File: src/rtl/m_bcd_cnt_if.sv
// Control/data bundle for one m_bcd_cnt stage: count controls, load digits, BCD outputs, carry.
// The optional synchronous clear (macro M_BCD_CNT_CLR_EN) adds the clr member.
interface m_bcd_cnt_if;
`ifdef M_BCD_CNT_CLR_EN
  logic       clr;
`endif
  logic       en;
  logic       up;
  logic       load;
  logic [3:0] ld_ql;
  logic [3:0] ld_qh;
  logic [3:0] ql;
  logic [3:0] qh;
  logic       co;

  modport master (
`ifdef M_BCD_CNT_CLR_EN
    output clr,
`endif
    output en, up, load, ld_ql, ld_qh,
    input  ql, qh, co
  );

  modport slave (
`ifdef M_BCD_CNT_CLR_EN
    input  clr,
`endif
    input  en, up, load, ld_ql, ld_qh,
    output ql, qh, co
  );
endinterface

File: src/rtl/m_bcd_cnt.sv
// Two-digit BCD up/down counter over MIN_VAL..MAX_VAL with load and a registered wrap pulse.
// Optional synchronous clear with top priority when M_BCD_CNT_CLR_EN is defined.
module m_bcd_cnt #(
  parameter int unsigned MAX_VAL = 59,
  parameter int unsigned MIN_VAL = 0
) (
  input logic        clk,
  input logic        rst,
  m_bcd_cnt_if.slave bus
);

  localparam logic [3:0] MAX_L = 4'(MAX_VAL % 10);
  localparam logic [3:0] MAX_H = 4'(MAX_VAL / 10);
  localparam logic [3:0] MIN_L = 4'(MIN_VAL % 10);
  localparam logic [3:0] MIN_H = 4'(MIN_VAL / 10);
  localparam logic [7:0] MIN_B = 8'(MIN_VAL);
  localparam logic [7:0] SPAN  = 8'(MAX_VAL - MIN_VAL);

  typedef enum logic [2:0] {
    OP_HOLD,
    OP_LOAD,
    OP_UP,
    OP_DOWN,
    OP_CLR
  } op_e;

  op_e        op;
  logic [3:0] ql_q, ql_d;
  logic [3:0] qh_q, qh_d;
  logic       co_q, co_d;
  logic       at_max, at_min;
  logic       ld_ok;
  logic [7:0] ld_val;

  assign at_max = (qh_q == MAX_H) && (ql_q == MAX_L);
  assign at_min = (qh_q == MIN_H) && (ql_q == MIN_L);
  assign ld_val = 8'(bus.ld_qh) * 8'd10 + 8'(bus.ld_ql);

  // Modular offset from MIN: a value below MIN wraps far above SPAN, so one compare covers both bounds.
  assign ld_ok = (bus.ld_ql <= 4'd9) && (bus.ld_qh <= 4'd9) &&
                 ((ld_val - MIN_B) <= SPAN);

  always_comb begin
    if (bus.load)    op = OP_LOAD;
    else if (bus.en) op = bus.up ? OP_UP : OP_DOWN;
    else             op = OP_HOLD;
`ifdef M_BCD_CNT_CLR_EN
    if (bus.clr)     op = OP_CLR;
`endif
  end

  always_comb begin
    // NOTE: every next-state signal gets its hold value first so no path leaves it unassigned (no latch).
    ql_d = ql_q;
    qh_d = qh_q;
    co_d = 1'b0;
    case (op)
      OP_CLR: begin
        ql_d = MIN_L;
        qh_d = MIN_H;
      end
      OP_LOAD: begin
        ql_d = ld_ok ? bus.ld_ql : MIN_L;
        qh_d = ld_ok ? bus.ld_qh : MIN_H;
      end
      OP_UP: begin
        if (at_max) begin
          ql_d = MIN_L;
          qh_d = MIN_H;
          co_d = 1'b1;
        end else if (ql_q == 4'd9) begin
          ql_d = 4'd0;
          qh_d = qh_q + 4'd1;
        end else begin
          ql_d = ql_q + 4'd1;
        end
      end
      OP_DOWN: begin
        if (at_min) begin
          ql_d = MAX_L;
          qh_d = MAX_H;
          co_d = 1'b1;
        end else if (ql_q == 4'd0) begin
          ql_d = 4'd9;
          qh_d = qh_q - 4'd1;
        end else begin
          ql_d = ql_q - 4'd1;
        end
      end
      default: ;
    endcase
  end

  // co is registered alongside the digits, so it coincides with the wrapped value.
  always_ff @(posedge clk or negedge rst) begin
    if (!rst) begin
      // NOTE: state registers use non-blocking assignments so all flops update from pre-edge values.
      ql_q <= MIN_L;
      qh_q <= MIN_H;
      co_q <= 1'b0;
    end else begin
      ql_q <= ql_d;
      qh_q <= qh_d;
      co_q <= co_d;
    end
  end

  assign bus.ql = ql_q;
  assign bus.qh = qh_q;
  assign bus.co = co_q;

endmodule
File: src/flat_wrapper.sv
// flat-port wrapper written by rule: the top's interface ports become plain ports
module m_bcd_cnt_flat 
#(
  parameter int unsigned MAX_VAL = 59,
  parameter int unsigned MIN_VAL = 0
)
  (clk, rst, bus_en, bus_up, bus_load, bus_ld_ql, bus_ld_qh, bus_ql, bus_qh, bus_co);
  m_bcd_cnt_if bus_i ();
  input logic clk;
  input logic rst;
  input wire logic [$bits(bus_i.en)-1:0] bus_en;
  input wire logic [$bits(bus_i.up)-1:0] bus_up;
  input wire logic [$bits(bus_i.load)-1:0] bus_load;
  input wire logic [$bits(bus_i.ld_ql)-1:0] bus_ld_ql;
  input wire logic [$bits(bus_i.ld_qh)-1:0] bus_ld_qh;
  output wire logic [$bits(bus_i.ql)-1:0] bus_ql;
  output wire logic [$bits(bus_i.qh)-1:0] bus_qh;
  output wire logic [$bits(bus_i.co)-1:0] bus_co;
  assign bus_i.en = bus_en;
  assign bus_i.up = bus_up;
  assign bus_i.load = bus_load;
  assign bus_i.ld_ql = bus_ld_ql;
  assign bus_i.ld_qh = bus_ld_qh;
  assign bus_ql = bus_i.ql;
  assign bus_qh = bus_i.qh;
  assign bus_co = bus_i.co;
  m_bcd_cnt #(.MAX_VAL(MAX_VAL), .MIN_VAL(MIN_VAL)) u_core (.clk(clk), .rst(rst), .bus(bus_i));
endmodule
File: config.mk
export PLATFORM = sky130hd
export DESIGN_NAME = m_bcd_cnt_flat
export DESIGN_NICKNAME = d
export VERILOG_FILES = /design/src/rtl/m_bcd_cnt_if.sv /design/src/rtl/m_bcd_cnt.sv /design/src/flat_wrapper.sv
export SDC_FILE = /design/constraint.sdc
export NUM_CORES = 1
export LEC_CHECK = 0
export CAP_MARGIN = 40
export CORE_ASPECT_RATIO = 1.5
export CORE_UTILIZATION = 50
export CTS_BUF_LIST = sky130_fd_sc_hd__clkbuf_4
export CTS_CLUSTER_SIZE = 25
export DETAILED_ROUTE_END_ITERATION = 10
export MAX_ROUTING_LAYER = met4
export PLACE_DENSITY = 0.88
export SLEW_MARGIN = 20
export SYNTH_ARGS = -nofsm -noshare
export SYNTH_HDL_FRONTEND = slang
export SYNTH_SLANG_ARGS = --single-unit
File: constraint.sdc
create_clock -name clk -period 2.24 [get_ports clk]
set_input_delay 0.56 -clock clk [delete_from_list [all_inputs] [get_ports clk]]
set_output_delay 0.56 -clock clk [all_outputs]
set_load 0.01 [all_outputs]
==> results of run 1 <==
-- power breakdown --
part           internal (mW)  switching [mW]
clock                 0.0810          0.0618
sequential             0.212          0.0675
combinational          0.383           0.351
-- logic make-up (layout without fill, tap and decap cells) --
group	after synthesis	count (layout)	synth area share (%)
adder cells (fa/ha/maj)	16	16	21.0
buffers and inverters	7	65	3.31
AO/OA/AOI/OAI	47	47	31.1
AND/OR/NAND/NOR	36	36	19.0
multiplexers	1	1	0.980
XOR/XNOR	3	3	2.57
flip-flops	9	9	22.1
-- layout make-up --
cell class                      instances  area [um^2]
Inverter                                5         18.8
Multi-Input combinational cell        103          811
Clock buffer                            4         30.0
Tap cell                               21         26.3
Timing Repair Buffer                   56          469
Fill cell                             109          298
Sequential cell                         9          225
-- per-stage QoR --
step           instances  utilization [%]  power, mW  area [um^2]  setup slack [ns]
2_1_floorplan        119                -      0.634         1050            -0.584
3_3_place_gp         194             81.6      0.952         1530             -1.11
3_5_place_dp         194             81.6      0.988         1530             -1.22
4_1_cts              198             83.6       1.13         1570            -0.376
5_1_grt              198             84.1       1.25         1580            -0.548
6_report             198             84.1       1.16         1580            -0.464
-- metal layers --
layer  wire, um  part of all wire (%)
met1       1150                    34
met2       1820                    54
met3        172                   5.1
met4        257                   7.6
met5          0                     0
-- critical path, delay by kind of cell --
kind	cells	cell delay, ns
AOI/OAI and AO/OA	3	0.52
adders and majority gates	4	1.28
and+or+nand+nor	2	0.30
buffers and inverters	2	0.23
-- cells in the final DEF, fill, tap and decap left out, types with 3 or more instances in the layout --
cell             count
a21o_1               4
a21oi_1              8
a221o_1              3
a31oi_1              3
buf_4               35
clkbuf_4             4
clkdlybuf4s50_1     17
dfrtp_1              9
ha_1                10
ha_4                 3
inv_1                5
nand2_1              5
nand3_1              3
nand4_1              3
nor2_1               9
nor3_1               4
o21ai_0             10
o31ai_1              4
-- timing repair --
action / CTS / global route
gates resized for setup: 22 / 2
setup buffers: 0 / 0
endpoints found under the setup margin: 8 / 8
pin swaps: 11 / 1
-- path summary, 6_finish.rpt --
path / endpoint / startpoint / cells after the start
worst max-delay path: u_core.bus.qh[0] / bus_ld_qh[3] / 11
worst min-delay path: u_core.bus.co / rst / 1
worst max register to register: u_core.bus.qh[2] / u_core.bus.ql[0] / 8
worst min register to register: u_core.bus.ql[1] / u_core.bus.ql[1] / 2
max in group asynchronous: u_core.bus.ql[1] / rst / 1
min in group clk: u_core.bus.ql[1] / u_core.bus.ql[1] / 2
-- flip-flops by register name (all words and copies together) (netlist names) --
signal         count
u_core.bus.qh      4
u_core.bus.ql      4
u_core.bus.co      1
==> metrics.cfg, run 1 <==
[drt]
num_vias = 1255
drc = 0
antenna_left = 0
wl_um = 3400
first_iter_violations = 50
drtPass1Iterations = 4
wl_per_cell_um = 17.2
vias_per_cell = 6.34

[placed_design]
gp_congestion = 0.775
dp_hpwl_um = 2580
numPortBuffers = 21

[pwr]
cellLeakagePower_nw = 0.755
power_density_nw_per_um2 = 731
ir_drop_mv = 0.400

[outcome]
violations = setup timing
status = complete, but fails checks

[yosys]
synth_top_area_share_pct = 22.1
synth_warnings = 0
synth-main-ff-cell = dfrtp_1
synth_seq_cells = 9
synth.net_count = 147
synthCells = 119
avgSynthCellArea_um2 = 8.58
synthTopCellsByCount = ha_1 (13), o21ai_0 (10), dfrtp_1 (9), nor2_1 (9), a21oi_1 (8)
yosysSeqAreaShare_pct = 22.1
netlist-cell-type-count = 41
synth_edf_count = 0
synth_top_cell_by_area = dfrtp_1
synth_most_common_cell = ha_1
syn_area_um2 = 1020
netlist_top_cells_area = dfrtp_1 (22%), ha_1 (16%), o21ai_0 (4.9%)
async_reset_ff_share_pct = 100

[setup_path]
arrival_ns = 2.89
cp_max_fo = 3
cp-start-kind = input port
path_cells = buf_8 > ha_4 > ha_4 > fa_1 > and3b_1 > o211a_1 > maj3_2 > o21ai_2 > buf_4 > nand4_1 > a31oi_2
crit_path_end_kind = register
cp_common_cell = ha_4
required_ns = 2.42
cpPeakStageDelay_ns = 0.57
cp_slowest_cell = fa_1
crit_type = in -> reg
r2r_setup_slack_ns = 0.07

[cts]
numClockSinks = 9
clk_latency_ns = 0.27
cts_made_buffers = 3
ctsRootBufferMaster = clkbuf_4
ctsHoldBuffers = 0
max-clock-path-buffers = 2
tritoncts = done
cts_max_level = 1
path_clk_slew_ns = 0.07

[grt]
gr-usage-met1_pct = 33.7
antenna_found_initial = 0
gr-max-usage-layer = met2
grt_pass1_vias = 1257
grtUsageTotal_pct = 36.1
grt_use_met3_pct = 6.61
grt_remaining_overflow = 0
use_met2_pct = 61.9
grt_pass1_wl_um = 5450
grt_max_degree = 10

[floorplanning]
coreArea_um2 = 1880
die_area_um2 = 2230
initial_core_util_pct = 54.4
io_pins = 22
row_count = 19
die_x_um = 38.9
fp.dieH_um = 57.3

[run]
cap_violations = 0

[timing]
rsz0062_at_grt = yes
period_share_pct = 121
setup_viol = 8
finClkSkew_ns = 0.00644
final.setup.tns_ns = -3.42
slew_headroom_pct = 58.1
hold_viol = 0
fmax_mhz = 370
finalMaxSlewViolations = 0
fin_crit_ns = 2.70
hold_ws_ns = 0.588
timing.final.ws_setup_ns = -0.464
tightestPinTransition_ns = 0.623

[finish]
drive_gt1_share_pct = 28.8
fin_nets = 206
synthToLayoutAreaGrowth_pct = 54.8
antenna_cells = 0

[worst_hold_path]
min_path_type = in -> async

No activity file was read; power rests on OpenSTA's default activity.
==> run 2: changes to the inputs <==
--- a/config.mk
+++ b/config.mk
@@ -12,7 +12,8 @@
 export CTS_CLUSTER_SIZE = 25
 export DETAILED_ROUTE_END_ITERATION = 10
 export MAX_ROUTING_LAYER = met4
-export PLACE_DENSITY = 0.88
+export PLACE_DENSITY_LB_ADDON = 0.2
+export SKIP_LAST_GASP = 1
 export SLEW_MARGIN = 20
 export SYNTH_ARGS = -nofsm -noshare
 export SYNTH_HDL_FRONTEND = slang
==> run 2 against run 1 <==
Against the previous run: the run still ends with setup timing left; largest cell class unchanged; highest routed layer unchanged; first-iteration DRC count is 30% lower; final cell count rose by 1.5%; register-to-register slack better by 0.08 ns; combinational power is 0.8% lower; power decreased by 0.18%; count of clock-buffer cells in the layout unchanged; utilization up 1.5 points; setup slack improved by 0.033 ns; critical path depth unchanged; largest power group unchanged; global-route usage decreased by 1.4 points; fmax rose by 1.2%.
==> metrics.cfg, run 2 (synthesis results as in run 1) <==
[finish]
drive_gt1_share_pct = 31.1
final_cell_mix = buf_4 (38), clkdlybuf4s50_1 (17), o21ai_0 (10), ha_1 (10)
synthToLayoutAreaGrowth_pct = 57.6
fin_nets = 209
antenna_cells = 0
fillers = 123
final_util_pct = 85.7
final_common_cell = buf_4

[placed_design]
gp_congestion = 0.772
dp_hpwl_um = 2570
numPortBuffers = 21

[cts]
path_clk_slew_ns = 0.06
ctsHoldBuffers = 0
ctsRootBufferMaster = clkbuf_4
max-clock-path-buffers = 2
numClockSinks = 9
cts_max_level = 1
tritoncts = done
cts_made_buffers = 3
clk_latency_ns = 0.26

[setup_path]
required_ns = 2.42
cp_max_fo = 3
cpPeakStageDelay_ns = 0.53
path_buf_inv = 2
r2r_cells = 8
cp_common_cell = ha_4
cp_slowest_cell = fa_1
r2r_setup_slack_ns = 0.15
crit_type = in -> reg
arrival_ns = 2.85
r2r_start = u_core.bus.ql[1]
crit_cells = 11
reg2reg_to = u_core.bus.qh[3]
crit_path_end_kind = register
cp_top_family = adder cells
cp-start-kind = input port
path_cells = buf_8 > ha_4 > ha_4 > fa_1 > and3b_1 > o211a_1 > maj3_2 > o21ai_2 > buf_4 > o2111ai_2 > a31oi_1

[outcome]
status = complete, but fails checks
violations = setup timing

[grt]
grt_max_degree = 12
grtUsageTotal_pct = 34.6
antenna_found_initial = 0
grt_remaining_overflow = 0
grt_pass1_vias = 1253
grt_pass1_wl_um = 5290

[drt]
num_vias = 1249
wl_um = 3500
drtPass1Iterations = 5
drc = 0
antenna_left = 0
vias_per_cell = 6.21
wl_per_cell_um = 17.4
first_iter_violations = 35

[timing]
setup_viol = 8
fin_crit_ns = 2.67
timing.final.ws_setup_ns = -0.432
period_share_pct = 119
rsz0062_at_grt = yes
hold_ws_ns = 0.608
tightestPinTransition_ns = 0.482
hold_viol = 0
finalMaxSlewViolations = 0
fmax_mhz = 374
slew_headroom_pct = 67.6
finClkSkew_ns = 0.00372

[floorplanning]
die_x_um = 38.9
die_area_um2 = 2230
coreArea_um2 = 1880
row_count = 19
initial_core_util_pct = 54.4
io_pins = 22
fp.dieH_um = 57.3

[run]
cap_violations = 0

[pwr]
ir_drop_mv = 0.497
power_density_nw_per_um2 = 717
cellLeakagePower_nw = 0.769

[worst_hold_path]
min_path_type = in -> async

run 2: layout make-up:
type | count | area, um^2 | share of cell area [%]
flip-flops and latches | 9 | 225 | 14.0
clock buffers | 4 | 30.0 | 1.87
repair buffers | 59 | 492 | 30.6
inverters | 5 | 18.8 | 1.17
well taps | 21 | 26.3 | 1.63
multi-input cells | 103 | 817 | 50.8
run 2: per-layer routing:
layer | up-vias | global-route usage (%) | routed length, um
met1 | 594 | 33.8 | 1210
met3 | 14 | 3.50 | 170
met4 | 0 | 19.2 | 148
li1 | 584 | - | -
met2 | 57 | 61.9 | 1960
met5 | - | - | 0
run 2: how the worst max path moves through the flow:
| stage | from | end |
|---|---|---|
| 5_1_grt | bus_ld_qh[3] | u_core.bus.qh[1] |
| 4_1_cts | bus_ld_qh[3] | u_core.bus.qh[1] |
| 3_5_place_dp | bus_ld_qh[1] | u_core.bus.ql[3] |
| 3_3_place_gp | bus_ld_qh[1] | u_core.bus.ql[1] |
| 2_1_floorplan | bus_ld_qh[1] | u_core.bus.ql[3] |
| 6_report | bus_ld_qh[3] | u_core.bus.qh[1] |
run 2: where the power goes:
part           total (mW)  internal [mW]  leakage [nW]  switching [mW]
combinational       0.728          0.380         0.634           0.348
clock               0.141         0.0809        0.0184          0.0596
sequential          0.285          0.212         0.117          0.0734
total                1.15          0.673         0.769           0.481
run 2: stage by stage:
stage / area [um^2] / instances / worst slack [ns] / total power, mW / TNS (ns)
CTS: 1590 / 200 / -0.373 / 1.13 / -2.76
floorplan: 1050 / 119 / -0.584 / 0.634 / -4.34
global placement: 1540 / 195 / -1.12 / 0.950 / -8.75
finish: 1610 / 201 / -0.432 / 1.15 / -2.96
global route: 1610 / 201 / -0.495 / 1.24 / -3.51
detailed placement: 1540 / 195 / -1.17 / 0.981 / -9.17
run 2: worst register-to-register path, cell delays in order (launching register included):
cell and delay, ns:
dfrtp_1 0.38, inv_1 0.10, ha_1 0.22, nand4_1 0.14, o31ai_1 0.45, inv_1 0.12
a22oi_1 0.20, a211oi_1 0.11, a221o_1 0.26
run 2: what timing repair did:
action                     CTS  global route
cloned                       0             0
pin swaps                   11             4
buffers inserted             1             1
resized for setup           23             3
setup endpoints to repair    8             8
==> run 3: changes to the inputs <==
--- a/config.mk
+++ b/config.mk
@@ -7,12 +7,13 @@
 export LEC_CHECK = 0
 export CAP_MARGIN = 40
 export CORE_ASPECT_RATIO = 1.5
-export CORE_UTILIZATION = 50
+export CORE_UTILIZATION = 52
 export CTS_BUF_LIST = sky130_fd_sc_hd__clkbuf_4
 export CTS_CLUSTER_SIZE = 25
 export DETAILED_ROUTE_END_ITERATION = 10
 export MAX_ROUTING_LAYER = met4
 export PLACE_DENSITY_LB_ADDON = 0.2
+export SETUP_SLACK_MARGIN = 0.1
 export SKIP_LAST_GASP = 1
 export SLEW_MARGIN = 20
 export SYNTH_ARGS = -nofsm -noshare
==> run 3 against run 2 <==
Against the previous run: the run still ends with setup timing left; first-iteration DRC count increased by 34%; combinational power increased by 3.8%; critical path depth unchanged; final area increased by 0.62%; sequential share of layout area decreased by 0.087 points.
==> metrics.cfg, run 3 (synthesis results as in run 1) <==
[finish]
multiInputGateArea_um2 = 820
drive_gt1_share_pct = 31.5
final_cell_mix = buf_4 (39), clkdlybuf4s50_1 (17), o21ai_0 (10), ha_1 (10)
final_util_pct = 88.4
antenna_cells = 0
final_common_cell = buf_4
fin_area_um2 = 1620
fillers = 94
regArea_um2 = 225
synthToLayoutAreaGrowth_pct = 58.6
layout.cells.non_filler = 202
fin_nets = 210

[pwr]
power.switching_uw = 506
cellLeakagePower_nw = 0.775
pwr-share-seq_pct = 24.1
power_mw = 1.19
swShare_pct = 42.7
power_density_nw_per_um2 = 732
internal_power_uw = 679
clockPowerShare_pct = 12.1
power_frac_comb_pct = 63.8
ir_drop_mv = 0.514

[floorplanning]
die_area_um2 = 2150
io_pins = 22
row_count = 19
initial_core_util_pct = 55.8
fp.dieH_um = 56.3
die_x_um = 38.2
coreArea_um2 = 1830

[grt]
antenna_found_initial = 0
grt_pass1_vias = 1270
grt_use_met3_pct = 5.14
gr-usage-met1_pct = 35.1
grtUsageTotal_pct = 37.2
gr-max-usage-layer = met2
use_met2_pct = 66.6
grt_pass1_wl_um = 5450
grt_max_degree = 10
grt_remaining_overflow = 0

[setup_path]
r2r_start = u_core.bus.qh[1]
r2r_setup_slack_ns = 0.15
startpoint = bus_ld_qh[3]
crit_path_end_kind = register
reg2reg_to = u_core.bus.qh[3]
cp_max_fo = 3
crit_type = in -> reg
r2r_cells = 8
arrival_ns = 2.93
cp-start-kind = input port
required_ns = 2.43

[placed_design]
dpl_cell_area_um2 = 1550
numPortBuffers = 21
dp_cells = 196
dp_slack_ns = -1.20
gp_congestion = 0.776
dp_hpwl_um = 2650

[timing]
tightestPinTransition_ns = 0.545
period_share_pct = 122
fin_crit_ns = 2.73
final.setup.tns_ns = -3.56
hold_ws_ns = 0.595
rsz0062_at_grt = yes
slew_headroom_pct = 63.3
setup_viol = 8
fmax_mhz = 366
timing.final.ws_setup_ns = -0.493
finClkSkew_ns = 0.0124
hold_viol = 0
finalMaxSlewViolations = 0

[cts]
clk_latency_ns = 0.27
tritoncts = done
cts_max_level = 1
numClockSinks = 9
path_clk_slew_ns = 0.07
max-clock-path-buffers = 2
ctsRootBufferMaster = clkbuf_4
cts_made_buffers = 3

[outcome]
status = complete, but fails checks
violations = setup timing

[drt]
antenna_left = 0
num_vias = 1298
drtPass1Iterations = 4
drc = 0
wl_um = 3630
vias_per_cell = 6.43
wl_per_cell_um = 18.0
first_iter_violations = 47

[run]
cap_violations = 0

[worst_hold_path]
min_path_type = in -> async

-- run 3: cell types whose count changed in the layout (fill, tap and decap cells not counted) --
cell     before  now
nand3_1       3    2
buf_4        38   39
nand3_2       1    2
fa_2          1    0
fa_1          1    2
-- run 3: area by class of cell --
class	count	share of cell area, %
timing repair buffer	60	30.8
tap	21	1.62
multi-input combinational	103	50.6
inverter	5	1.16
clock buffer	4	1.85
sequential	9	13.9
-- run 3: worst max-delay path by stage --
stage | end | slack [ns] | cells past startpoint
finish | u_core.bus.qh[0] | -0.49 | 11
detailed placement | u_core.bus.qh[1] | -1.20 | 11
CTS | u_core.bus.qh[1] | -0.41 | 11
global route | u_core.bus.qh[0] | -0.58 | 11
global placement | u_core.bus.ql[1] | -1.12 | 10
floorplan | u_core.bus.ql[3] | -0.58 | 10
-- run 3: what timing repair did --
action	CTS	global route
pin swaps	11	3
setup endpoints to repair	8	8
setup buffers	1	1
resized for setup	23	3
hold buffers	0	0
-- run 3: routing by layer --
layer  share of wire [%]  vias up  wire length (um)
met5                   0        -                 0
met4                 5.7        0               206
met1                  35      614              1260
met3                 4.5       26               162
met2                  55       72              2000
li1                    -      586                 -
-- run 3: worst max-delay path, cell delays in order --
cell     delay (ns)
buf_8          0.10
ha_4           0.23
ha_4           0.16
fa_1           0.53
and3b_1        0.22
o211a_1        0.22
maj3_2         0.33
o21ai_2        0.15
buf_4          0.15
nand4_1        0.08
a31oi_1        0.20
-- run 3: power by group through the flow --
stage,clock [mW],combinational [mW],sequential [mW]
4_1_cts,0.141,0.727,0.283
6_report,0.143,0.756,0.286
5_1_grt,0.154,0.811,0.294
3_3_place_gp,0,0.669,0.282
3_5_place_dp,0,0.709,0.286
2_1_floorplan,0,0.323,0.311
